[config.mk]
export PLATFORM = sky130hd
export DESIGN_NAME = uart_tx
export DESIGN_NICKNAME = d
export VERILOG_FILES = /design/src/rtl/uart_tx.sv
export SDC_FILE = /design/constraint.sdc
export NUM_CORES = 1
export LEC_CHECK = 0
export ABC_AREA = 1
export BUFFER_PORTS_ARGS = -buffer_cell sky130_fd_sc_hd__buf_2
export CELL_PAD_IN_SITES_DETAIL_PLACEMENT = 0
export CELL_PAD_IN_SITES_GLOBAL_PLACEMENT = 1
export CORE_ASPECT_RATIO = 1.4
export CORE_UTILIZATION = 30
export DETAILED_ROUTE_END_ITERATION = 7
export HOLD_SLACK_MARGIN = 0.05
export PLACE_DENSITY = 0.64
export SETUP_SLACK_MARGIN = 0.15
export SYNTH_ARGS = -nofsm -noshare
export SYNTH_HDL_FRONTEND = slang
export SYNTH_SLANG_ARGS = --single-unit
[constraint.sdc]
create_clock -name clk -period 1.6 [get_ports clk]
set_input_delay 0.16 -clock clk [delete_from_list [all_inputs] [get_ports clk]]
set_output_delay 0.16 -clock clk [all_outputs]
set_load 0.02 [all_outputs]
[src/rtl/uart_tx.sv]
// 8N1 UART transmitter that pops bytes from the TX FIFO and shifts them out LSB first.
// Define UART_TX_PARITY_EN to insert an even-parity bit between data and stop.
module uart_tx #(
    parameter int CLK_FREQ  = 100_000_000,
    parameter int BAUD      = 9600,
    parameter int BIT_WIDTH = 8
) (
    input  logic                 clk,
    input  logic                 rst,
    input  logic                 fifo_empty,
    input  logic [BIT_WIDTH-1:0] fifo_pop_data,
    output logic                 fifo_pop,
    output logic                 tx,
    output logic                 tx_busy,
    output logic                 tx_done
);

    localparam int BAUD_DIV = CLK_FREQ / BAUD;
    localparam int CW       = $clog2(BAUD_DIV);
    localparam int IW       = $clog2(BIT_WIDTH);

    localparam logic [CW-1:0] CNT_LAST = CW'(BAUD_DIV - 1);
    localparam logic [IW-1:0] IDX_LAST = IW'(BIT_WIDTH - 1);

    typedef enum logic [2:0] {
        S_IDLE,
        S_START,
        S_DATA,
`ifdef UART_TX_PARITY_EN
        S_PARITY,
`endif
        S_STOP
    } state_e;

    state_e               state_q, state_d;
    logic [CW-1:0]        cnt_q, cnt_d;
    logic [IW-1:0]        idx_q, idx_d;
    logic [BIT_WIDTH-1:0] data_q, data_d;
    logic                 tx_q, tx_d;
    logic                 busy_q, busy_d;
    logic                 done_q, done_d;

    logic          slot_end;
    logic [IW-1:0] idx_nx;

    assign slot_end = (cnt_q == CNT_LAST);
    assign idx_nx   = idx_q + IW'(1);

    always_ff @(posedge clk) begin
        if (rst) begin
            state_q <= S_IDLE;
            cnt_q   <= '0;
            idx_q   <= '0;
            data_q  <= '0;
            tx_q    <= 1'b1;
            busy_q  <= 1'b0;
            done_q  <= 1'b0;
        end else begin
            state_q <= state_d;
            cnt_q   <= cnt_d;
            idx_q   <= idx_d;
            data_q  <= data_d;
            tx_q    <= tx_d;
            busy_q  <= busy_d;
            done_q  <= done_d;
        end
    end

    // The baud counter restarts at every slot boundary and idles at zero.
    always_comb begin
        state_d = state_q;
        idx_d   = idx_q;
        data_d  = data_q;
        cnt_d   = (slot_end || state_q == S_IDLE) ? '0 : cnt_q + CW'(1);
        unique case (state_q)
            S_IDLE: begin
                if (fifo_pop) begin
                    data_d  = fifo_pop_data;
                    state_d = S_START;
                end
            end
            S_START: begin
                if (slot_end) begin
                    state_d = S_DATA;
                    idx_d   = '0;
                end
            end
            S_DATA: begin
                if (slot_end) begin
                    if (idx_q == IDX_LAST) begin
`ifdef UART_TX_PARITY_EN
                        state_d = S_PARITY;
`else
                        state_d = S_STOP;
`endif
                    end else begin
                        idx_d = idx_nx;
                    end
                end
            end
`ifdef UART_TX_PARITY_EN
            S_PARITY: begin
                if (slot_end) state_d = S_STOP;
            end
`endif
            S_STOP: begin
                if (slot_end) state_d = S_IDLE;
            end
            default: state_d = S_IDLE;
        endcase
    end

    always_comb begin
        fifo_pop = (state_q == S_IDLE) & ~fifo_empty & ~rst;
        tx_d     = tx_q;
        done_d   = 1'b0;
        busy_d   = (state_d != S_IDLE);
        unique case (state_q)
            S_IDLE: begin
                if (fifo_pop) tx_d = 1'b0;
            end
            S_START: begin
                if (slot_end) tx_d = data_q[0];
            end
            S_DATA: begin
                if (slot_end) begin
                    if (idx_q == IDX_LAST) begin
`ifdef UART_TX_PARITY_EN
                        tx_d = ^data_q;
`else
                        tx_d = 1'b1;
`endif
                    end else begin
                        tx_d = data_q[idx_nx];
                    end
                end
            end
`ifdef UART_TX_PARITY_EN
            S_PARITY: begin
                if (slot_end) tx_d = 1'b1;
            end
`endif
            S_STOP: begin
                if (slot_end) done_d = 1'b1;
            end
            default: tx_d = 1'b1;
        endcase
    end

    assign tx      = tx_q;
    assign tx_busy = busy_q;
    assign tx_done = done_q;

endmodule

==> results.txt <==
pwr/cell area = 895.2 nW/µm²
CP most frequent cell = inv_1
Post-Route WL = 3465 µm
fin nets = 268
Mapped Cells = 230
first-pass GRT wire length = 6141 µm
H-Tree Depth = 2
DRC = 0
CP Data Arrival Time = 1.27 ns
area share of the largest cell type after synthesis = 39.97%
Max Fclk = 698.9 MHz
Total GRT Usage = 14.53%
Synth Register Bits = 31
sequence of cells on the critical path = nor2_1, nand2_1, inv_1, nand2_2, inv_1, buf_4
Hold WS = 0.1228 ns
gp weighted congestion = 0.7656
layout cells sized above 1 = 21.57%
final clock skew = 0.009631 ns
crit path max fanout = 4
Starting Density = 31.58%
number of buffers created by CTS = 5
status = complete, no violations
register area share after synthesis = 39.97%
slowest stage cell, crit path = dfxtp_1
setup TNS = 0 ns
post-route setup slack = 0.1692 ns
IO Count = 15
DRT Pass-1 Iters = 3
hpwl dp = 2601 µm
Slew Limit Fails = 0
Die Height = 87.13 µm
Final Util = 38.86%
fin crit share = 89.43%
Buffers on Ports = 14
Syn Nets = 244
synth warn = 0
vias in the first global route = 1425
slowest stage delay, CP = 0.34 ns
Crit Path Class = reg -> out
Syn Std Cell Area = 1553 µm²
worst hold path type = in -> reg
ranking of synthesized cells by area = dfxtp_1, nand2_1, inv_1
n_diodes = 0
initial antenna violation count = 0
root buffer cell = clkbuf_8
core area = 4917 µm²
Final setup viols = 0
GRT Residual Overflow = 0
clock tree buffer depth = 2
Antenna Nets Post-Route = 0
most common flop cell mapped by yosys = dfxtp_1
Area Overhead vs Synth = 23.05%
Worst-path clk slew = 0.07 ns
CP Launch Type = register
Initial DRC Count = 42
DR WL/cell = 10.86 µm
Syn Area/Cell = 6.751 µm²
Async S/R FF share, synth = 0%
TritonCTS clock tree = yes
Die W = 62.80 µm
post-DR vias/cell = 4.323
Lkg Pwr = 0.8789 nW
cell taking the most area after synthesis = dfxtp_1
Max VDD drop = 0.4236 mV
hold-fix buffers at CTS = 0
total die area = 5471 µm²
Worst EP required = 1.44 ns
synth unique cells = 26
Final Hold Viols = 0
CTS Sinks = 31
Post-synth EDFFs = 0
crit end category = primary output
max cap viols = 0
worst slack, placed = 0.1026 ns
Clock Latency Late Sink = 0.28 ns
Rows = 30
unrepaired setup endpoints after global routing = yes
largest net degree at the start of global routing = 17
post-route minimum period = 1.431 ns
Vias = 1379
==> critical path: cells and delay by family, from the launching register on <==
kind | cells | cell delay, ns
buf+inv | 3 | 0.32
flops | 1 | 0.34
simple gates | 3 | 0.33
==> per-layer routing <==
metal  share of wire (%)  up-vias  GRT usage, %
li1                    -      755             -
met1                  39      608         14.04
met2                  57       11         29.25
met3                 2.3        5         3.272
met4                 1.8        0         5.708
met5                   0        -             0
==> registers in the layout, summed over array words and instances (netlist names) <==
name / cells
idx_q: 3
tx_busy: 1
cnt_q: 14
data_q: 8
tx_done: 1
state_q: 3
tx: 1
==> synthesized netlist by cell type (4+ instances only) <==
cell / n
dfxtp_1: 31
nand2_1: 59
o21ai_0: 11
nand3_1: 15
inv_1: 40
inv_2: 4
nor2_1: 21
a21oi_1: 17
==> area by class of cell <==
class	instances	area [µm²]
clock inverter	2	35.03
timing repair buffer	20	130.1
fill	553	3007
multi-input combinational	152	794.5
inverter	44	165.2
clock buffer	6	82.58
sequential	31	623.1
tap	64	80.08
==> final timing paths <==
| kind | slack [ns] | cells past startpoint | start | endpoint |
|---|---|---|---|---|
| setup / recovery | 0.17 | 6 | state_q[2] | fifo_pop |
| hold / removal | 0.12 | 2 | rst | idx_q[1] |
| setup reg to reg | 0.20 | 10 | cnt_q[0] | idx_q[2] |
| hold reg to reg | 0.45 | 1 | cnt_q[0] | cnt_q[0] |
==> per-stage QoR <==
stage,std cells,power [mW],cell area [µm²]
floorplan,230,0.8791,1553
CTS,319,1.737,1888
finish,319,1.710,1911
global route,319,1.776,1911
global placement,309,0.9208,1729
detailed placement,309,0.9222,1729
==> power breakdown <==
group	internal (mW)	switching, mW
clock	0.504	0.300
sequential	0.791	0.00998
combinational	0.0435	0.0614
==> what timing repair did <==
item | CTS | global route
gates cloned | 0 | 0
hold endpoints to repair | 0 | 0
buffers inserted | 2 | 0
endpoints found under the setup margin | 8 | 22
gates resized for setup | 10 | 7
pin swaps | 4 | 2
==> cells by family after synthesis <==
| kind of cell | after synthesis | share of synthesized area, % |
|---|---|---|
| simple gates | 118 | 35.78 |
| flops | 31 | 39.97 |
| buf+inv | 47 | 11.68 |
| xor+xnor | 1 | 0.5642 |
| compound gates | 29 | 9.347 |
| fa+ha+maj | 3 | 2.418 |
| other cells | 1 | 0.2415 |
==> cells in the final DEF (no fill, tap or decap), drive strengths merged <==
cell type / synthesis / layout
conb: 1 / 1
or2: 1 / 1
nor3b: 2 / 2
nand2: 62 / 62
buf: 2 / 20
nor2: 27 / 27
o21ai: 12 / 12
clkbuf: 1 / 6
inv: 44 / 44
nand3: 17 / 17
clkinv: 0 / 1
ha: 3 / 3
a21oi: 17 / 17
xor2: 1 / 1
nand4: 3 / 3
nor3: 5 / 5
dfxtp: 31 / 31
bufinv: 0 / 1
and3: 1 / 1
(Power assumes the default switching activity.)
